File: config.mk
export PLATFORM = sky130hd
export DESIGN_NAME = mux_n_1_reg
export DESIGN_NICKNAME = d
export VERILOG_FILES = /design/src/rtl/mux_pkg.sv /design/src/rtl/rr_arbiter_n.sv /design/src/rtl/mux_n_1_reg.sv
export SDC_FILE = /design/constraint.sdc
export NUM_CORES = 1
export LEC_CHECK = 0
export BUFFER_PORTS_ARGS = -buffer_cell sky130_fd_sc_hd__buf_2
export CORE_MARGIN = 2
export CORE_UTILIZATION = 38
export CTS_BUF_LIST = sky130_fd_sc_hd__clkbuf_16
export DETAILED_ROUTE_END_ITERATION = 7
export GPL_TIMING_DRIVEN = 0
export HOLD_SLACK_MARGIN = 0.02
export PLACE_DENSITY = 0.8
export SLEW_MARGIN = 20
export SYNTH_ARGS = -nofsm -noshare
export SYNTH_HDL_FRONTEND = slang
export SYNTH_SLANG_ARGS = --single-unit
File: constraint.sdc
create_clock -name clk -period 1.8 [get_ports clk]
set_input_delay 0.09 -clock clk [delete_from_list [all_inputs] [get_ports clk]]
set_output_delay 0.09 -clock clk [all_outputs]
set_load 0.05 [all_outputs]
File: src/rtl/mux_pkg.sv
// Shared constants and helpers for the registered N:1 multiplexer family.
package mux_pkg;

   localparam int MUX_MODE_SEL = 0;
   localparam int MUX_MODE_RR  = 1;

   // Never returns 0, so a select bus always has at least one bit.
   function automatic int clog2_min1(input int n);
      return (n <= 2) ? 1 : $clog2(n);
   endfunction

endpackage

File: src/rtl/rr_arbiter_n.sv
// Round-robin grant: rotate requests so ptr sits at bit 0, then take the lowest set bit.
module rr_arbiter_n
   import mux_pkg::*;
#(
   parameter int N    = 4,
   parameter int SELW = clog2_min1(N)
) (
   input  logic [N-1:0]    req,
   input  logic [SELW-1:0] ptr,
   output logic [SELW-1:0] gnt_idx,
   output logic            gnt_valid
);

   localparam logic [SELW:0] NVAL = (SELW+1)'(N);

   logic [N-1:0] rot;
   logic [SELW:0] idx;

   // Scanning downwards lets the nearest requester after ptr win.
   always_comb begin
      rot       = N'({req, req} >> ptr);
      idx       = '0;
      gnt_idx   = '0;
      gnt_valid = 1'b0;
      for (int k = N - 1; k >= 0; k--) begin
         if (rot[k]) begin
            idx = {1'b0, ptr} + (SELW+1)'(k);
            if (idx >= NVAL) begin
               idx = idx - NVAL;
            end
            gnt_idx   = idx[SELW-1:0];
            gnt_valid = 1'b1;
         end
      end
   end

endmodule

File: src/rtl/mux_n_1_reg.sv
// N-input registered multiplexer with valid/ready on every port; selects by sel
// (MODE=0) or round-robin over in_valid (MODE=1), one word per cycle.
module mux_n_1_reg
   import mux_pkg::*;
#(
   parameter int N    = 4,
   parameter int W    = 32,
   parameter int SELW = clog2_min1(N),
   parameter int MODE = MUX_MODE_SEL
) (
   input  logic            clk,
   input  logic            rst_n,
   input  logic [N*W-1:0]  in_data,
   input  logic [N-1:0]    in_valid,
   output logic [N-1:0]    in_ready,
   input  logic [SELW-1:0] sel,
   output logic [W-1:0]    out_data,
   output logic            out_valid,
   input  logic            out_ready,
   output logic [SELW-1:0] out_src
);

   logic            load_en;
   logic            xfer;
   logic [SELW-1:0] grant;
   logic            grant_valid;
   logic [W-1:0]    pick;

   assign load_en = !out_valid || out_ready;
   assign xfer    = rst_n && load_en && grant_valid;

   generate
      if (MODE == MUX_MODE_RR) begin : g_rr
         logic [SELW-1:0] rr_ptr;

         rr_arbiter_n #(
            .N    (N),
            .SELW (SELW)
         ) u_arb (
            .req       (in_valid),
            .ptr       (rr_ptr),
            .gnt_idx   (grant),
            .gnt_valid (grant_valid)
         );

         // The pointer only moves past a channel once it has actually delivered a word.
         always_ff @(posedge clk) begin
            if (!rst_n) begin
               rr_ptr <= '0;
            end else if (xfer) begin
               rr_ptr <= (grant == SELW'(N - 1)) ? '0 : grant + 1'b1;
            end
         end
      end else begin : g_sel
         // An out-of-range sel matches no channel and so grants nothing.
         always_comb begin
            grant       = '0;
            grant_valid = 1'b0;
            for (int i = 0; i < N; i++) begin
               if (sel == SELW'(i) && in_valid[i]) begin
                  grant       = SELW'(i);
                  grant_valid = 1'b1;
               end
            end
         end
      end
   endgenerate

   always_comb begin
      pick     = '0;
      in_ready = '0;
      for (int i = 0; i < N; i++) begin
         if (grant == SELW'(i)) begin
            pick = in_data[i*W +: W];
         end
         in_ready[i] = xfer && (grant == SELW'(i));
      end
   end

   // A drain without a new grant clears valid but keeps data/src for observability.
   always_ff @(posedge clk) begin
      if (!rst_n) begin
         out_valid <= 1'b0;
         out_data  <= '0;
         out_src   <= '0;
      end else if (xfer) begin
         out_valid <= 1'b1;
         out_data  <= pick;
         out_src   <= grant;
      end else if (out_ready) begin
         out_valid <= 1'b0;
      end
   end

endmodule
==> metrics, run 1 <==
status=complete, no violations; cell count after synthesis=268; drt drc=0; Net Sw Power=908 µW; Min Hold Slack=0.114 ns; Die Area=5990 µm²; PortBufs=174; Max Root-Sink Buffers=2; Multi-input gate area=1220 µm²; DR vias=2,820; cell family with most CP delay=simple AND/OR/NAND/NOR gates; GP Congestion=0.788; Pleak=1.56 nW; largest net degree at the start of global routing=11; overall global routing resource usage=0.249; total iterations of the first detailed-routing run=4; flop2flop setup slack=0.26 ns; crit path to=in_ready[0]; crit path from=out_valid; post-synthesis sequential element count=35; worst skew pair latency=0.27 ns; Hold WC Path Type=in -> reg; relative slew slack=0.644; Nets=587; fin crit period=1.74 ns; Clock Sinks=35; initial antenna violation count=0; share of layout cells above drive strength 1=0.450; Finish-stage setup viols=0; CTS tree=yes; max_cap viols=0; routed wire length=7780 µm; Synth Warn #=0; hold depth=3; met2 routed WL=3880 µm; Worst Tran Pin Value=0.535 ns; global-route wire length before repair=12,100 µm; Crit Path Category=reg -> out; Vias/cell=5.41; number of distinct library cells after synthesis=29; most used cell, CP=buf_6; Area growth syn-to-layout=54.9%; wl on met1=3060 µm; CTS Hold Bufs=0; Worst Path Max Fanout=10; Area contributors post-synth=dfxtp_1 34%, o21ai_0 18%, a221oi_1 13%; cell area after synthesis=2050 µm²; Gate power share=0.345; clk_skew=0.00385 ns; endpoint class of the critical path=output port; Avg Cell Area, Syn=7.64 µm²; post-synthesis sequential area ratio=0.342; 1st-iter DRT viols=106; VDD IR max=410 µV; Achievable Freq=0.576 GHz; Worst setup SP type=flip-flop; register area=702 µm²; commonest cells in the netlist=73 x o21ai_0, 56 x nand2_1, 35 x dfxtp_1; Core Rows=26; Die Ht=77.4 µm; Die Span X=77.4 µm; Power, Total=2.57 mW; Clock power frac=0.307; count leader, synth=o21ai_0; largest stage delay on the critical path=0.33 ns; core area=5140 µm²; wire length per cell=14.9 µm; CP required=1.71 ns; DP HPWL=5990 µm; Hold Vio Cnt, Final=0; R2R depth=6; critical path arrival=1.65 ns; gr ovfl total=0; H-tree depth=2; Reg clk slew, reported paths=0.05 ns; critical path, cell by cell=or2b_1, and3_4, buf_6, buf_6, and2_1, buf_6; Syn Nets=405; DR top layer=met4; cts bufs inserted=5; P_int=1.66 mW; number of nets with antenna violations after routing=0; FF-to-FF End=out_data[26]; worst path buffer plus inverter count=3; RSZ-0062 raised after global routing=false; setup TNS=0 ns; Critical Path Slowest Stage Cell=dfxtp_2; Critical R2R Launch=out_valid; filler cell count=495; Clock Tree Root=clkbuf_16; Final Cycle Share=0.964; Initial Utilization=0.398; EDFF count, synth=0; P per Cell Area=810 nW/µm²; FFs w/ async S/R, synth=0; IO Count=176; routed wl met3=696 µm; most common flop cell mapped by yosys=dfxtp_1; vias in the first global route=2,698; critical path depth=6; sequential power share=0.348; Slew Limit Fails=0; sw frac=0.353; Diodes inserted=0; Synth top area share=0.342; largest area contributor in the netlist=dfxtp_1
## sequential cells by signal, summed over array words and instances, names as in the netlist
signal	count
out_data	32
out_src	2
out_valid	1
## placed cells by master, fill, tap and decap left out, types with 2 or more instances in the layout
cell type  instances
a21oi_1           12
a221oi_1          30
a222oi_1           2
and2_1             3
buf_2            175
buf_4              3
buf_6              6
clkbuf_1          15
clkbuf_16          5
clkinv_1           2
dfxtp_1           34
mux2_2             8
nand2_1           56
nand3_1            3
nor2_1             2
o21ai_0           73
o21ai_1            5
## logic make-up after synthesis
logic type,Yosys count,synth area share
flops,35,0.342
simple gates,71,0.151
buf+inv,25,0.0660
compound gates,127,0.381
mux,10,0.0599
## how the worst min path moves through the flow
stage | from | to | slack [ns]
6_report | in_data[121] | out_data[25] | 0.11
5_1_grt | in_data[71] | out_data[7] | 0.13
4_1_cts | in_data[124] | out_data[28] | 0.11
3_5_place_dp | in_data[124] | out_data[28] | 0.39
3_3_place_gp | in_data[121] | out_data[25] | 0.38
2_1_floorplan | in_data[108] | out_data[12] | 0.29
## worst min-delay path: cells and delay by family
family / cells / cell delay, ns
AO/OA/AOI/OAI: 2 / 0.18
buffers and inverters: 1 / 0.07
## power by group through the flow
| stage | Clock (mW) | Combinational [mW] | Sequential, mW |
|---|---|---|---|
| final | 0.788 | 0.887 | 0.895 |
| after global routing | 0.843 | 0.952 | 0.905 |
| after CTS | 0.810 | 0.879 | 0.894 |
| after detailed placement | 0 | 0.876 | 0.910 |
| after global placement | 0 | 0.865 | 0.906 |
| after floorplan | 0 | 0.284 | 1.19 |
## metrics by stage
step,std cells,setup slack [ns],utilization,area [µm²]
after CTS,520,0.00320,0.612,3150
final,521,0.0642,0.617,3170
after floorplan,268,0.0570,-,2050
after detailed placement,512,0.0296,0.585,3010
after global placement,512,0.0608,0.585,3010
after global routing,521,0.0122,0.617,3170
## final cells by class
cell class / count / share of cell area
multi-input cells: 208 / 0.385
clock inverters: 3 / 0.00355
clock buffers: 5 / 0.0394
repair buffers: 175 / 0.281
flip-flops and latches: 35 / 0.221
well taps: 70 / 0.0276
plain buffers: 25 / 0.0426
## layer usage
| layer | up-vias | global-route usage |
|---|---|---|
| met5 | - | 0 |
| met4 | 0 | 0.0875 |
| met3 | 16 | 0.0651 |
| met2 | 154 | 0.450 |
| met1 | 1288 | 0.283 |
| li1 | 1362 | - |
## repair_timing
item	in CTS	in global routing
setup buffers	0	1
endpoints found under the setup margin	1	2
pin swaps	0	0
resized for setup	1	6
No activity file was read; power rests on OpenSTA's default activity.
==> run 2: changes to the inputs <==
--- a/config.mk
+++ b/config.mk
@@ -6,13 +6,15 @@
 export NUM_CORES = 1
 export LEC_CHECK = 0
 export BUFFER_PORTS_ARGS = -buffer_cell sky130_fd_sc_hd__buf_2
+export CELL_PAD_IN_SITES_DETAIL_PLACEMENT = 0
+export CELL_PAD_IN_SITES_GLOBAL_PLACEMENT = 1
 export CORE_MARGIN = 2
-export CORE_UTILIZATION = 38
+export CORE_UTILIZATION = 25
 export CTS_BUF_LIST = sky130_fd_sc_hd__clkbuf_16
 export DETAILED_ROUTE_END_ITERATION = 7
 export GPL_TIMING_DRIVEN = 0
 export HOLD_SLACK_MARGIN = 0.02
-export PLACE_DENSITY = 0.8
+export PLACE_DENSITY_LB_ADDON = 0.1
 export SLEW_MARGIN = 20
 export SYNTH_ARGS = -nofsm -noshare
 export SYNTH_HDL_FRONTEND = slang
==> metrics, run 2 (synthesis results as in run 1) <==
Initial Utilization=0.253 (-0.145); Worst Path Max Fanout=10 (unchanged); number of nets with antenna violations after routing=0 (unchanged); vias in the first global route=2,609 (-3.3%); wire length per cell=15.1 µm (+1.2%); Die Ht=94.5 µm (+22%); drt drc=0 (unchanged); Nets=587 (unchanged); total iterations of the first detailed-routing run=4 (unchanged); placed cell count=547 (+6.8%); Crit Path Category=reg -> out; clk_skew=0.00506 ns (+0.00121 ns); commonest non-fill, non-tap cell in the layout=buf_2; post-route insts no fill=556 (+6.7%); Clock Tree Root=clkbuf_16; overall global routing resource usage=0.188 (-0.0617); PortBufs=174 (unchanged); core area=8090 µm² (+57%); initial antenna violation count=0 (unchanged); largest net degree at the start of global routing=11 (unchanged); DR top layer=met4; Clock Sinks=35 (unchanged); Vias/cell=4.86 (-10%); min-delay src=in_data[14]; critical path arrival=1.64 ns (about the same); GP Congestion=0.808 (+2.5%); Die Area=8930 µm² (+49%); CTS Hold Bufs=0 (unchanged); VDD IR max=384 µV (-6.3%); endpoint class of the critical path=output port; Diodes inserted=0 (unchanged); global-route wire length before repair=13,000 µm (+7.7%); Worst Tran Pin Value=0.547 ns (+0.0121 ns); IO Count=176 (unchanged); cts bufs inserted=5 (unchanged); Pleak=1.56 nW (-0.12%); routed wire length=8400 µm (+8.0%); P per Cell Area=809 nW/µm² (-0.21%); Hold WC Path Type=in -> reg; DP HPWL=6480 µm (+8.2%); share of layout cells above drive strength 1=0.448 (-0.00222); CP required=1.71 ns (about the same); fin crit period=1.73 ns (-0.00631 ns); Worst setup SP type=flip-flop; Die Span X=94.5 µm (+22%); 1st-iter DRT viols=49 (-54%); leading cell types in the layout, fill and taps excluded=175 x buf_2, 73 x o21ai_0, 56 x nand2_1, 35 x dfxtp_1, 30 x a221oi_1; routed wl met3=628 µm (-9.8%); status=complete, no violations; DR vias=2,702 (-4.2%); Final Cycle Share=0.961 (-0.00350); Finish-stage setup viols=0 (unchanged); Slew Limit Fails=0 (unchanged); max_cap viols=0 (unchanged); Achievable Freq=0.578 GHz (+0.36%); gr ovfl total=0 (unchanged); met2 routed WL=3900 µm (+0.46%); biggest regs=out_data: 32 flops, out_src: 2 flops, out_valid: 1 flops; number of flip-flops in the largest register=32 (unchanged); Reg clk slew, reported paths=0.06 ns (about the same); crit path from=out_valid; CTS tree=yes; Min Hold Slack=0.0996 ns (-0.0147 ns); relative slew slack=0.636 (-0.00804); worst skew pair latency=0.27 ns (about the same); Hold Vio Cnt, Final=0 (unchanged); Core Rows=33 (+27%); Power, Total=2.59 mW (+0.89%); Critical R2R Launch=out_valid; Max Root-Sink Buffers=2 (unchanged); Biggest register=out_data; Area growth syn-to-layout=56.6%; wl on met1=3830 µm (+25%); Finished Core Util=0.396 (-0.221); H-tree depth=2 (unchanged)
==> run 2: per-stage QoR <==
step	setup slack [ns]	instance area [µm²]	setup TNS (ns)
floorplan	0.0570	2050	0
CTS	0.00861	3190	0
global route	-0.0119	3210	-0.0198
detailed placement	-0.00868	3050	-0.00922
global placement	-0.0182	3050	-0.0182
finish	0.0705	3210	0
==> run 2: final timing paths <==
path              depth (start not counted)            to  slack [ns]
setup / recovery                          6   in_ready[2]        0.07
hold / removal                            3  out_data[14]         0.1
setup reg to reg                          6  out_data[23]        0.28
hold reg to reg                           2  out_data[14]        0.44
==> run 2: repair_timing <==
action,in CTS,in global routing
hold endpoints to repair,0,0
setup buffers,0,1
setup endpoints to repair,1,2
resized for setup,1,4
pin swaps,0,0
==> run 2: final cells by class <==
cell class	instances	area [µm²]
fillers	941	4890
multi-input cells	208	1220
repair buffers	175	883
flip-flops and latches	35	701
plain buffers	25	135
well taps	105	131
clock buffers	5	125
clock inverters	3	11.3
==> run 2: critical path: stages, from the launching register on <==
cell and delay, ns:
dfxtp_1 0.33, or2b_1 0.25, and3_4 0.19, buf_6 0.14, buf_6 0.14, and2_1 0.13
buf_4 0.18
==> run 2: per-layer routing <==
| metal | GRT usage | vias up |
|---|---|---|
| met2 | 0.313 | 106 |
| met5 | 0 | - |
| met4 | 0.0326 | 0 |
| met1 | 0.253 | 1224 |
| li1 | - | 1368 |
| met3 | 0.0399 | 4 |
==> run 2: power breakdown <==
group          internal, mW  switching (mW)
registers             0.857          0.0362
logic                 0.307           0.577
clock network         0.498           0.318
==> run 3: changes to the inputs <==
==> constraint.sdc (replaced) <==
create_clock -name clk -period 1.8 [get_ports clk]
set_input_delay 0.18 -clock clk [delete_from_list [all_inputs] [get_ports clk]]
set_output_delay 0.18 -clock clk [all_outputs]
set_load 0.05 [all_outputs]
==> metrics, run 3 (synthesis results as in run 1) <==
Die Span X=94.5 µm (unchanged); 1st-iter DRT viols=85 (+73%); flop2flop setup slack=0.30 ns (+0.02 ns); DP HPWL=6380 µm (-1.5%); RSZ-0062 raised after global routing=false; post-route insts no fill=557 (+0.18%); Clock Sinks=35 (unchanged); DP Area=3050 µm² (about the same); Finish-stage setup viols=0 (unchanged); initial antenna violation count=0 (unchanged); global-route wire length before repair=12,800 µm (-1.5%); Slew Limit Fails=0 (unchanged); drt drc=0 (unchanged); leading cell types in the layout, fill and taps excluded=172 x buf_2, 73 x o21ai_0, 56 x nand2_1, 34 x dfxtp_1, 30 x a221oi_1; Worst Path Max Fanout=11 (+1); Final Cycle Share=0.948 (-0.0127); routed wire length=8290 µm (-1.3%); core area=8090 µm² (unchanged); cts bufs inserted=5 (unchanged); Vias/cell=4.86 (about the same); max_cap viols=0 (unchanged); number of nets with antenna violations after routing=0 (unchanged); Max Root-Sink Buffers=2 (unchanged); R2R depth=6 (unchanged); P_int=1.67 mW (+0.53%); fin crit period=1.71 ns (-0.0228 ns); overall global routing resource usage=0.183 (-0.00447); final instance area=3240 µm² (+1.0%); placed cell count=547 (unchanged); VDD IR max=307 µV (-20%); Biggest register=out_data; Min Hold Slack=0.188 ns (+0.0883 ns); total iterations of the first detailed-routing run=4 (unchanged); relative slew slack=0.633 (-0.00257); endpoint class of the critical path=output port; vias in the first global route=2,609 (unchanged); critical path arrival=1.53 ns (-0.11 ns); Reg clk slew, reported paths=0.06 ns (about the same); Initial Utilization=0.253 (unchanged); H-tree depth=2 (unchanged); Die Area=8930 µm² (unchanged); Crit Path Category=reg -> out; number of flip-flops in the largest register=32 (unchanged); commonest non-fill, non-tap cell in the layout=buf_2; Worst setup SP type=flip-flop; DR vias=2,705 (+0.11%); Diodes inserted=0 (unchanged); Worst Tran Pin Value=0.550 ns (+0.00386 ns); wire length per cell=14.9 µm (-1.5%); PortBufs=174 (unchanged); P per Cell Area=804 nW/µm² (-0.56%); Gate power share=0.340 (about the same); share of layout cells above drive strength 1=0.460 (+0.0123); Critical R2R Launch=out_valid; Finished Core Util=0.400 (+0.00402); Pleak=1.58 nW (+1.2%); Min-Delay Endpoint=out_data[12]; Hold Vio Cnt, Final=0 (unchanged); Power, Total=2.60 mW (+0.45%); Clock Tree Root=clkbuf_16; hold depth=3 (unchanged); sw frac=0.359 (-0.000507); GP Congestion=0.778 (-3.7%); min-delay src=in_data[108]; CP required=1.62 ns (-0.09 ns); Hold WC Path Type=in -> reg; status=complete, no violations; Clock power frac=0.316 (about the same); Nets=588 (+0.17%); Net Sw Power=934 µW (+0.30%); sequential power share=0.343 (about the same); largest net degree at the start of global routing=11 (unchanged); clk_skew=0.00453 ns (-0.000522 ns); FF-to-FF End=out_data[17]; CTS tree=yes; worst skew pair latency=0.27 ns (about the same); Die Ht=94.5 µm (unchanged); Core Rows=33 (unchanged); IO Count=176 (unchanged); biggest regs=out_data: 32 flops, out_src: 2 flops, out_valid: 1 flops; Area growth syn-to-layout=58.2%; Achievable Freq=0.586 GHz (+1.3%); gr ovfl total=0 (unchanged)
run 3: cell types whose count changed in the layout (fill, tap and decap cells not counted), moves of 2 or more:
| cell | delta |
|---|---|
| buf_2 | -3 |
| clkbuf_1 | -2 |
| clkbuf_2 | +2 |
| clkbuf_4 | +2 |
| clkinv_1 | -2 |
run 3: final cells by class:
class,instances,area (µm²)
timing repair buffer,177,911
fill,952,4850
tap,105,131
clock inverter,3,12.5
buffer,24,133
sequential,35,702
multi-input combinational,208,1220
clock buffer,5,125
run 3: worst max-delay path: stages (launching register included):
cell     delay, ns
dfxtp_2       0.33
or2b_1        0.24
and3_4        0.24
buf_8         0.15
and2_1        0.15
buf_6         0.15
run 3: timing repair:
action                     4_1_cts  5_1_grt
hold buffers                     0        0
pin swaps                        0        1
setup endpoints to repair        3        6
gates resized for setup          9        3
setup buffers                    2        1
run 3: worst max-delay path by stage:
stage               startpoint  slack, ns           to  cells past startpoint
global placement        sel[0]      -0.21  in_ready[0]                      6
global route         out_valid       0.02  in_ready[1]                      5
detailed placement      sel[0]      -0.22  in_ready[0]                      6
floorplan               sel[1]       0.07  in_ready[0]                      6
CTS                  out_valid     0.0007  in_ready[0]                      6
finish               out_valid       0.09  in_ready[0]                      5
run 3: power by group through the flow:
stage / clock [mW] / sequential, mW / combinational (mW)
final: 0.824 / 0.894 / 0.887
after global routing: 0.878 / 0.904 / 0.965
after detailed placement: 0 / 0.911 / 0.884
after floorplan: 0 / 1.19 / 0.283
after CTS: 0.845 / 0.894 / 0.901
after global placement: 0 / 0.908 / 0.883
run 3: stage by stage:
step                TNS [ns]  worst slack [ns]
floorplan                  0            0.0708
global placement      -0.642            -0.206
detailed placement    -0.939            -0.219
CTS                        0          0.000739
global route               0            0.0238
finish                     0            0.0934
run 3: metal layers:
| layer | vias to the layer above | share of wire | global-route usage |
|---|---|---|---|
| li1 | 1364 | - | - |
| met1 | 1234 | 0.44 | 0.237 |
| met2 | 105 | 0.48 | 0.315 |
| met3 | 2 | 0.080 | 0.0447 |
| met4 | 0 | 0.0036 | 0.0290 |
| met5 | - | 0 | 0 |
